--- src/rtl/stopwatch_core.sv ---
// stopwatch_core
// MM:SS BCD stopwatch that runs off the board clock. The divider's 1 Hz and
// 2 Hz pulses are used only as clock enables. A raw pause push-button is
// synchronized and debounced, and each debounced press toggles the pause
// flag. While adj is high the display fields are fast-advanced at 2 Hz,
// with no carry between the minutes and seconds fields.

module stopwatch_core #(
    parameter int DEBOUNCE_CYCLES = 500000
) (
    input  logic       clk,
    input  logic       rst,
    input  logic       tick_1hz,
    input  logic       tick_2hz,
    input  logic       pause_btn,
    input  logic       adj,
    input  logic       sel,
    output logic [3:0] sec_ones,
    output logic [3:0] sec_tens,
    output logic [3:0] min_ones,
    output logic [3:0] min_tens,
    output logic       paused,
    output logic       blink
);

    // The debounce counter never has to hold more than DEBOUNCE_CYCLES-1.
    localparam int            CW       = (DEBOUNCE_CYCLES > 2) ? $clog2(DEBOUNCE_CYCLES) : 1;
    localparam logic [CW-1:0] CNT_LAST = CW'(DEBOUNCE_CYCLES - 1);

    typedef enum logic [1:0] {
        ST_RUN    = 2'd0,
        ST_PAUSED = 2'd1,
        ST_ADJUST = 2'd2
    } mode_t;

    mode_t         mode;
    logic          btn_meta;
    logic          btn_sync;
    logic          btn_db;
    logic          btn_db_q;
    logic [CW-1:0] db_cnt;
    logic          press;
    logic          paused_nxt;
    logic          sec_wrap;
    logic [3:0]    sec_ones_nxt;
    logic [3:0]    sec_tens_nxt;
    logic [3:0]    min_ones_nxt;
    logic [3:0]    min_tens_nxt;

    // Advance a two-digit 00..59 BCD field by one and wrap 59 to 00. The
    // compare uses >= so that a corrupted digit can only fall back into range.
    function automatic logic [7:0] inc_field(input logic [3:0] tens, input logic [3:0] ones);
        logic [7:0] r;
        if (ones >= 4'd9) begin
            if (tens >= 4'd5) r = 8'h00;
            else              r = {tens + 4'd1, 4'd0};
        end else begin
            r = {tens, ones + 4'd1};
        end
        return r;
    endfunction

    // Two-flop synchronizer that brings the asynchronous button into the clk domain.
    // NOTE: state registers use non-blocking assignments so that every flop
    // samples the values from before the edge. With blocking assignments,
    // btn_sync would see the new btn_meta and one synchronizer stage would vanish.
    always_ff @(posedge clk or posedge rst) begin
        if (rst) begin
            btn_meta <= 1'b0;
            btn_sync <= 1'b0;
        end else begin
            btn_meta <= pause_btn;
            btn_sync <= btn_meta;
        end
    end

    // Debounce. The synchronized level must differ from the accepted level for
    // DEBOUNCE_CYCLES consecutive cycles before it is taken as the new level.
    always_ff @(posedge clk or posedge rst) begin
        if (rst) begin
            db_cnt   <= '0;
            btn_db   <= 1'b0;
            btn_db_q <= 1'b0;
        end else begin
            if (btn_sync != btn_db) begin
                if (db_cnt == CNT_LAST) begin
                    btn_db <= btn_sync;
                    db_cnt <= '0;
                end else begin
                    db_cnt <= db_cnt + CW'(1);
                end
            end else begin
                db_cnt <= '0;
            end
            btn_db_q <= btn_db;
        end
    end

    // Only a debounced press (rising edge) acts. Releasing the button does nothing.
    assign press      = btn_db & ~btn_db_q;
    assign paused_nxt = paused ^ press;

    // Mode FSM, pause flag and blink phase. The mode register is the only
    // place adj is captured. A tick on this edge is therefore handled under
    // the mode chosen on the previous edge, and adj or pause changes take
    // effect one cycle later.
    always_ff @(posedge clk or posedge rst) begin
        if (rst) begin
            mode   <= ST_RUN;
            paused <= 1'b0;
            blink  <= 1'b0;
        end else begin
            paused <= paused_nxt;

            if (adj)             mode <= ST_ADJUST;
            else if (paused_nxt) mode <= ST_PAUSED;
            else                 mode <= ST_RUN;

            if (!adj)                                blink <= 1'b0;
            else if (mode == ST_ADJUST && tick_2hz) blink <= ~blink;
        end
    end

    assign sec_wrap = (sec_tens >= 4'd5) && (sec_ones >= 4'd9);

    // Next-count logic. RUN carries seconds into minutes. ADJUST bumps only
    // the selected field. PAUSED holds the count.
    // NOTE: every output gets its hold value before the case statement, so no
    // path leaves an output unassigned and no latch is inferred.
    always_comb begin
        sec_ones_nxt = sec_ones;
        sec_tens_nxt = sec_tens;
        min_ones_nxt = min_ones;
        min_tens_nxt = min_tens;
        case (mode)
            ST_RUN: begin
                if (tick_1hz) begin
                    {sec_tens_nxt, sec_ones_nxt} = inc_field(sec_tens, sec_ones);
                    if (sec_wrap) begin
                        {min_tens_nxt, min_ones_nxt} = inc_field(min_tens, min_ones);
                    end
                end
            end
            ST_ADJUST: begin
                if (tick_2hz) begin
                    if (sel) {sec_tens_nxt, sec_ones_nxt} = inc_field(sec_tens, sec_ones);
                    else     {min_tens_nxt, min_ones_nxt} = inc_field(min_tens, min_ones);
                end
            end
            default: begin
            end
        endcase
    end

    // Digit registers feeding the display driver.
    always_ff @(posedge clk or posedge rst) begin
        if (rst) begin
            sec_ones <= 4'd0;
            sec_tens <= 4'd0;
            min_ones <= 4'd0;
            min_tens <= 4'd0;
        end else begin
            sec_ones <= sec_ones_nxt;
            sec_tens <= sec_tens_nxt;
            min_ones <= min_ones_nxt;
            min_tens <= min_tens_nxt;
        end
    end

endmodule

--- config.mk ---
export PLATFORM = sky130hd
export DESIGN_NAME = stopwatch_core
export DESIGN_NICKNAME = d
export VERILOG_FILES = /design/src/rtl/stopwatch_core.sv
export SDC_FILE = /design/constraint.sdc
export NUM_CORES = 1
export LEC_CHECK = 0
export BUFFER_PORTS_ARGS = -buffer_cell sky130_fd_sc_hd__buf_2
export CORE_ASPECT_RATIO = 0.9
export CORE_MARGIN = 3
export CORE_UTILIZATION = 62
export CTS_CLUSTER_DIAMETER = 40
export CTS_CLUSTER_SIZE = 10
export DETAILED_ROUTE_END_ITERATION = 12
export HOLD_SLACK_MARGIN = 0.06
export PLACE_DENSITY = 0.88
export REMOVE_ABC_BUFFERS = 1
export SYNTH_ARGS = -nofsm -noshare
export SYNTH_HDL_FRONTEND = slang
export SYNTH_SLANG_ARGS = --single-unit
--- constraint.sdc ---
create_clock -name clk -period 3.2 [get_ports clk]
set_clock_uncertainty 0.2 [all_clocks]
set_input_delay 0 -clock clk [delete_from_list [all_inputs] [get_ports clk]]
set_output_delay 0 -clock clk [all_outputs]
set_load 0.02 [all_outputs]
Yosys cells after proc, flatten, opt, wreduce, memory -nomap -nowiden
Index checks and enable logic that the tools add are counted.
Widths: inputs -> output; s select.

storage, ports and cells
  register bits = 43

operators by class
  add/subtract/negate cells = 5
  order comparisons = 4
  equality and inequality tests = 9
  muxes and demuxes = 28
  bitwise logic cells = 4
  reductions and logical operators = 7

operator list
  operator               number
  $mux 4                 14
  $mux 19                2
  $mux 8                 4
  $pmux 4 s2             4
  $add 19x1->19 const B  1
  $eq 19x19->1 const B   1
  $add 4x1->4 const B    4
  $ne 2x2->1 const B     5
  $ge 4x3->1 const B     2
  $ge 4x4->1 const B     2
  $reduce_and 5->1       1
  $reduce_and 4->1       1
  $mux 1                 3
  $eq 2x2->1 const B     1
  $logic_and 1x1->1      2
  $logic_not 2->1        1
  $mux 2                 1
  $ne 2x1->1 const B     1
  $not 1->1              2
  $reduce_and 2->1       1
  $reduce_bool 2->1      1
  $and 1x1->1            1
  $ne 1x1->1             1
  $xor 1x1->1            1

Depth between registers and ports, before layout
Gate-level depths: netlist of run 1.

  word-level depth = 6
  depth in mapped cells = 8
  depth with buffers taken out = 7

Least setup slack after synthesis of run 1
No wires, ideal clock.

  kind = reg2reg
  start = register sec_tens[0]
  end = register min_tens[0]
  setup time = 0.125 ns
  arrival = 1.857 ns
  data required time = 2.875 ns
  slack = 1.019 ns
  stages on the path, launching flop included = 8
  path buffers = 0
  cell sequence = dfrtp_1 inv_1 ha_1 nand2b_1 a211oi_1 nor4b_4 nand2_1 mux2_2

on the way
  cells in the longest elaborated chain, start to end = 4

RTL lines
  item                        line  text
  start, declared             19    output logic [3:0] sec_tens,
  start signal, assigned      164   sec_tens <= sec_tens_nxt;
  $ge 4x3->1                  124   assign sec_wrap = (sec_tens >= 4'd5) && (sec_ones >= 4'd9);
  $logic_and 1x1->1           124
  $ne 2x2->1 (no line)        -
  $reduce_and 5->1 (no line)  -
  end signal, assigned        166   min_tens <= min_tens_nxt;
  end, declared               21    output logic [3:0] min_tens,

No other way between the ends.
A chain may end at the register's enable or synchronous reset.

Worst setup path in the final report of run 1
  start = register db_cnt[0]
  end = register db_cnt[2]

on the way
  cells in the longest elaborated chain, start to end = 3
  elaborated cells on any way between the ends = 4
  those cells by class = add/sub (1); eq/ne (1); mux (2)

RTL lines
  item                                                  line    text
  start, declared                                       41      logic [CW-1:0] db_cnt;
  start signal, assigned                                90      db_cnt <= db_cnt + CW'(1);
  $add 19x1->19 / $eq 19x19->1 (equally long branches)  90, 86
  $mux 19 (*)                                           86      if (db_cnt == CNT_LAST) begin
  $mux 19 (*)                                           85      if (btn_sync != btn_db) begin

Mark *: on every way between the ends. The rest lies on a longest branch, timed or not.

==> key figures, run 1 <==
Global route
  • GRT Total Usage: 21.8%
  • Initial antenna violation count: 0
  • Largest net degree at the start of global routing: 44
  • First-pass GRT wire length: about 7000 µm
  • Grt ovf: 0
  • Number of global-route vias before repair: roughly 1500

Yosys
  • Post-synth EDFFs: 0
  • Most frequent cells after synthesis: 43 x dfrtp_1, 30 x nor2_1, 20 x nand2_1
  • Ys Warns: 0
  • Synth top area share: 49.3%
  • Synth Area per Inst: roughly 10 µm²
  • Synthesized instance count: roughly 210
  • Post-synthesis cell area: approximately 2200 µm²
  • Most common cell in the netlist: dfrtp_1
  • Synth Flop Type: dfrtp_1
  • Sequential share of the synthesized area: ~49%
  • Post-synth top area cell: dfrtp_1
  • Seq cells post-synth: 43
  • Area contributors post-synth: dfrtp_1 49%, ha_1 7.4%, nor2_1 5.2%
  • Cell variety after synth: 40
  • Async SR Flop Fraction: 100%

Place
  • I/O Buffers: 24
  • Final GP Congestion: 0.844
  • Dpl cell area: 2330 µm²
  • Final HPWL DP: 2690 µm

Hold path
  • Hold/Removal Path Class: in2reg
  • Hold path depth: 2

Critical path
  • Worst-case reg-to-reg path depth: 6
  • Startpoint class of the critical path: flip-flop
  • Crit-path max FO: 18
  • Worst EP required: between 3000 and 4000 ps
  • CP endpoint kind: flip-flop
  • Crit path kind: reg2reg
  • Crit path arrival time: roughly 2400 ps

Floorplanning
  • Die W: a little under 70 µm
  • Core area: about 3200 µm²
  • Rows: 19
  • DIE AREA: between 4000 and 5000 µm²
  • I/O pin cnt: 25
  • Die Y: approximately 62 µm
  • Effective utilization at floorplan: around two thirds

Clock tree
  • Max clock buf depth: 2
  • Postcts setup bufs: 0
  • CTS H-Tree Depth: 2
  • Clk sinks: 43
  • Root buffer cell: clkbuf_8
  • Clk_lat worst skew: approximately 300 ps
  • CTS Buf Count: 5
  • Worst-path clk slew: 80 ps
  • CTS tree: done

Route
  • Drt initial violations: 85
  • Residual DRC: 0
  • Vias per cell: between 5 and 6
  • WL/cell: roughly 14 µm
  • Drt first pass iters: 4
  • Via count: ~1600
  • Routed Antenna Nets: 0
  • WL final: 3970 µm

STA
  • Final Critical Period: approximately 2400 ps
  • Setup TNS: 0 ps
  • Slew Limit Fails: 0
  • Final hold vios: 0
  • Normalized max-slew margin: about three fifths
  • Final setup vio count: 0
  • Max Clk Rate: between 0.4 and 0.5 GHz
  • Worst-Margin Slew: between 600 and 700 ps
  • Unrepaired setup endpoints after global routing: false
  • Tcrit/Tclk final: roughly three quarters
  • Hold Slack: between 150 and 200 ps

Finish
  • Fin area: approximately 2500 µm²
  • NumNets Final: 270
  • Area growth, synth to finish: 14.8%
  • Final Util: 78.1%
  • N_diodes: 0
  • Filler instances: slightly above 200
  • Share of layout cells above drive strength 1: 16.3%

Run status
  • Outcome: finished, final reports clean

Power and ir drop
  • Final Power: between 1500 and 2000 µW
  • Maximum vdd ir drop: 0.000620 V
  • P_leak: about 0.0012 µW
  • Power per Cell Area: between 600 and 700 nW/µm²

Job
  • Max-cap violations: 0
-- worst paths after layout --
kind / slack (ps) / endpoint / start
min in group asynchronous: 160 / min_tens[1] / rst
max in group asynchronous: 2280 / db_cnt[17] / rst
min reg2reg: 160 / btn_sync / btn_meta
max: 760 / db_cnt[2] / db_cnt[0]
max reg2reg: 760 / db_cnt[2] / db_cnt[0]
min: 150 / btn_meta / pause_btn
-- placed cells by master, fill, tap and decap left out, drive strengths merged, types with 2 or more instances in the layout --
master / netlist / routed
and3: 2 / 2
xnor2: 11 / 11
dlygate4sd3: 0 / 7
a21o: 3 / 3
nand3: 9 / 9
nor3: 6 / 6
nand2b: 8 / 8
nand2: 20 / 20
mux2: 4 / 4
xor2: 8 / 8
nor4b: 3 / 3
inv: 14 / 14
nand4: 4 / 4
nor2: 30 / 30
dfrtp: 43 / 43
clkbuf: 0 / 7
or2: 2 / 2
o2bb2ai: 2 / 2
a21oi: 4 / 4
o31ai: 2 / 2
a41oi: 2 / 2
o21ai: 6 / 6
ha: 13 / 13
mux2i: 2 / 2
buf: 2 / 25
-- report_power, final --
group          switching (µW)  total, µW  internal [µW]
logic                     284        468            183
clock network             178        374            196
registers                93.7        709            616
total                     557       1550            995
-- layer usage --
metal	up-vias	wire, µm	global-route usage (%)	part of all wire (%)
met2	28	1900	33.6	48
met3	9	160	7.03	4.0
met4	0	94	9.68	2.4
li1	801	-	-	-
met5	-	0	0	0
met1	751	1810	27.5	46
-- worst max-delay path, stage by stage, from the launching register on --
cell and delay [ps]:
dfrtp_1 380, ha_1 220, and4_4 250, or4b_1 450
nor3_2 150, or2_1 530, nor2_1 130
-- state kept, by name (all words and copies together) (netlist names) --
| name | count |
|---|---|
| min_tens | 4 |
| btn_db | 1 |
| sec_ones | 4 |
| db_cnt | 19 |
| btn_meta | 1 |
| btn_sync | 1 |
| btn_db_q | 1 |
| sec_tens | 4 |
| paused | 1 |
| min_ones | 4 |
| blink | 1 |
| mode | 2 |
-- timing repair --
| action | 4_1_cts | 5_1_grt |
|---|---|---|
| resized for setup | 0 | 0 |
| hold endpoints to repair | 51 | 0 |
| hold buffers | 7 | 0 |
-- kinds of logic after synthesis --
kind of cell             count (synthesis)  share of synthesized area (%)
multiplexers                             6                           2.98
adder cells (fa/ha/maj)                 13                           7.45
buffers and inverters                   16                           3.84
AO/OA/AOI/OAI                           25                           7.68
XOR/XNOR                                19                           7.62
flip-flops                              43                           49.3
AND/OR/NAND/NOR                         91                           21.2
-- final cells by class --
cell class                      count  area (µm²)  area share [%]
Clock buffer                        7        96.3            3.84
Clock inverter                      1        7.51           0.299
Inverter                           14        52.6            2.10
Multi-Input combinational cell    154        1020            40.9
Sequential cell                    43        1080            42.9
Tap cell                           42        52.6            2.10
Timing Repair Buffer               32         198            7.88
-- stage by stage --
step | worst slack [ps] | instances
2_1_floorplan | 1020 | 211
5_1_grt | 594 | 293
6_report | 756 | 293
3_3_place_gp | 840 | 278
3_5_place_dp | 731 | 278
4_1_cts | 724 | 293
Power figures use the tool's default switching activity.
==> inputs of run 2 (changes only) <==
Settings changed: CORE_UTILIZATION 62 to 52, PLACE_DENSITY 0.88 to 0.79.
Clock period 3.2 ns to 2.1 ns, I/O delays scaled along.
==> key figures, run 2 (synthesized netlist as in run 1, its figures left out) <==
Place
  • I/O Buffers: 24 (unchanged)
  • Final GP Congestion: 0.770 (-8.8%)
  • Dpl ws: 12.9 ps (-718 ps)
  • Final HPWL DP: 2770 µm (+2.8%)

Global route
  • Grt ovf: 0 (unchanged)
  • Initial antenna violation count: 0 (unchanged)
  • GRT Total Usage: 18.1% (-3.7 points)
  • GR peak layer: met2
  • Met3 Usage GRT: 4.76% (-2.3 points)
  • Largest net degree at the start of global routing: 44 (unchanged)
  • Met2 Use GR: 31.6% (-2.0 points)
  • Met1 usage: 22.6% (-4.9 points)
  • Number of global-route vias before repair: 1570 (+3.9%)
  • First-pass GRT wire length: 6970 µm (+0.91%)

Power and ir drop
  • Maximum vdd ir drop: 0.000680 V (+9.8%)
  • Power per Cell Area: 880 nW/µm² (+42%)
  • P_leak: 0.00127 µW (+7.1%)
  • Final Power: 2360 µW (+52%)

STA
  • Final setup vio count: 0 (unchanged)
  • Unrepaired setup endpoints after global routing: true
  • Tcrit/Tclk final: 99.1% (+23 points)
  • Setup TNS: 0 ps (unchanged)
  • Normalized max-slew margin: 64.9% (+6.0 points)
  • Max Clk Rate: 0.481 GHz (+17%)
  • Worst-Margin Slew: 527 ps (-90.1 ps)
  • Final hold vios: 0 (unchanged)
  • Setup WS post-layout: 19.0 ps (-737 ps)
  • Final Critical Period: 2080 ps (-363 ps)
  • Slew Limit Fails: 0 (unchanged)

Clock tree
  • Clk_lat worst skew: 280 ps (-20 ps)
  • CTS Buf Count: 5 (unchanged)
  • Root buffer cell: clkbuf_8
  • Max clock buf depth: 2 (unchanged)
  • CTS H-Tree Depth: 2 (unchanged)
  • Worst-path clk slew: 80 ps (about the same)
  • Clk sinks: 43 (unchanged)
  • CTS tree: done

Finish
  • Filler instances: 301 (+45%)
  • NumNets Final: 285 (+5.6%)
  • N_diodes: 0 (unchanged)
  • Reg with most FFs: db_cnt
  • Share of layout cells above drive strength 1: 28.2% (+12 points)
  • Commonest non-fill, non-tap cell in the layout: dfrtp_1
  • Max reg flops: 19 (unchanged)
  • Commonest non-fill, non-tap cells in the layout: 41 x dfrtp_1, 24 x buf_2, 20 x nand2_1, 19 x nor2_1, 14 x inv_1
  • Area growth, synth to finish: 22.6%

Route
  • WL final: 4120 µm (+3.9%)
  • Via count: 1660 (+4.5%)
  • Drt initial violations: 90 (+5.9%)
  • WL/cell: 13.2 µm (-2.4%)
  • Drt first pass iters: 4 (unchanged)
  • Residual DRC: 0 (unchanged)
  • Vias per cell: 5.32 (-1.9%)
  • Routed Antenna Nets: 0 (unchanged)

Critical path
  • Crit path arrival time: 2050 ps (-350 ps)
  • Crit path kind: reg2reg
  • Worst EP required: 2070 ps (-1090 ps)
  • Crit-path max FO: 5 (-13)
  • Startpoint class of the critical path: flip-flop
  • CP endpoint kind: flip-flop

Floorplanning
  • Core area: 3890 µm² (+21%)
  • Effective utilization at floorplan: 56.2% (-12 points)
  • Die Y: 67.5 µm (+8.3%)
  • I/O pin cnt: 25 (unchanged)
  • Rows: 21 (+2)
  • DIE AREA: 5020 µm² (+17%)
  • Die W: 74.3 µm (+8.4%)

Job
  • Max-cap violations: 0 (unchanged)

Run status
  • Outcome: finished, final reports clean

Hold path
  • Hold/Removal Path Class: reg2reg
run 2: cell count changes in the layout (fill, tap and decap cells not counted), sizes merged:
cell	delta
buf	+16
dlygate4sd3	-1
clkbuf	-1
clkinv	+1
run 2: final cells by class:
class	count	area [µm²]	area share, %
well taps	46	57.6	2.15
inverters	14	52.6	1.96
repair buffers	47	323	12.1
multi-input cells	154	1080	40.4
flip-flops and latches	43	1080	40.3
clock inverters	2	12.5	0.467
clock buffers	6	72.6	2.71
run 2: metrics by stage:
stage | util [%] | hold slack, ps | area [µm²] | cells
after detailed placement | 62.1 | -90.3 | 2410 | 292
final | 68.9 | 153 | 2680 | 312
after global routing | 68.9 | 147 | 2680 | 312
after floorplan | - | -169 | 2150 | 211
after global placement | 62.1 | -90.6 | 2410 | 292
after CTS | 67.5 | 127 | 2630 | 311
run 2: critical path, stage by stage, from the launching register on:
cell,delay [ps]
dfrtp_1,370
ha_2,180
and4_4,220
or4b_4,470
nor3_4,160
or2_4,200
buf_6,130
nor2_1,40
run 2: power by group:
part	internal [µW]	leakage [µW]	switching (µW)
Clock	233	0.0000412	271
Sequential	940	0.000573	131
Combinational	326	0.000656	458
run 2: path summary, 6_finish.rpt:
path	start	depth (start not counted)	slack (ps)	endpoint
worst max register to register	db_cnt[0]	7	20	db_cnt[15]
worst max-delay path	db_cnt[0]	7	20	db_cnt[15]
worst min register to register	btn_meta	0	150	btn_sync
max in group asynchronous	rst	4	1130	mode[1]
worst min-delay path	btn_meta	0	150	btn_sync
min in group asynchronous	rst	4	180	db_cnt[5]
run 2: per-layer routing:
layer | part of all wire, % | vias up
li1 | - | 825
met1 | 46 | 810
met2 | 50 | 23
met3 | 3.1 | 2
met4 | 0.46 | 0
met5 | 0 | -
run 2: what timing repair did:
| action | 4_1_cts | 5_1_grt |
|---|---|---|
| cloned | 2 | 0 |
| buffers inserted | 3 | 1 |
| pin swaps | 3 | 9 |
| hold buffers | 6 | 0 |
| hold endpoints to repair | 49 | 0 |
| endpoints found under the setup margin | 6 | 27 |
| gates resized for setup | 9 | 17 |
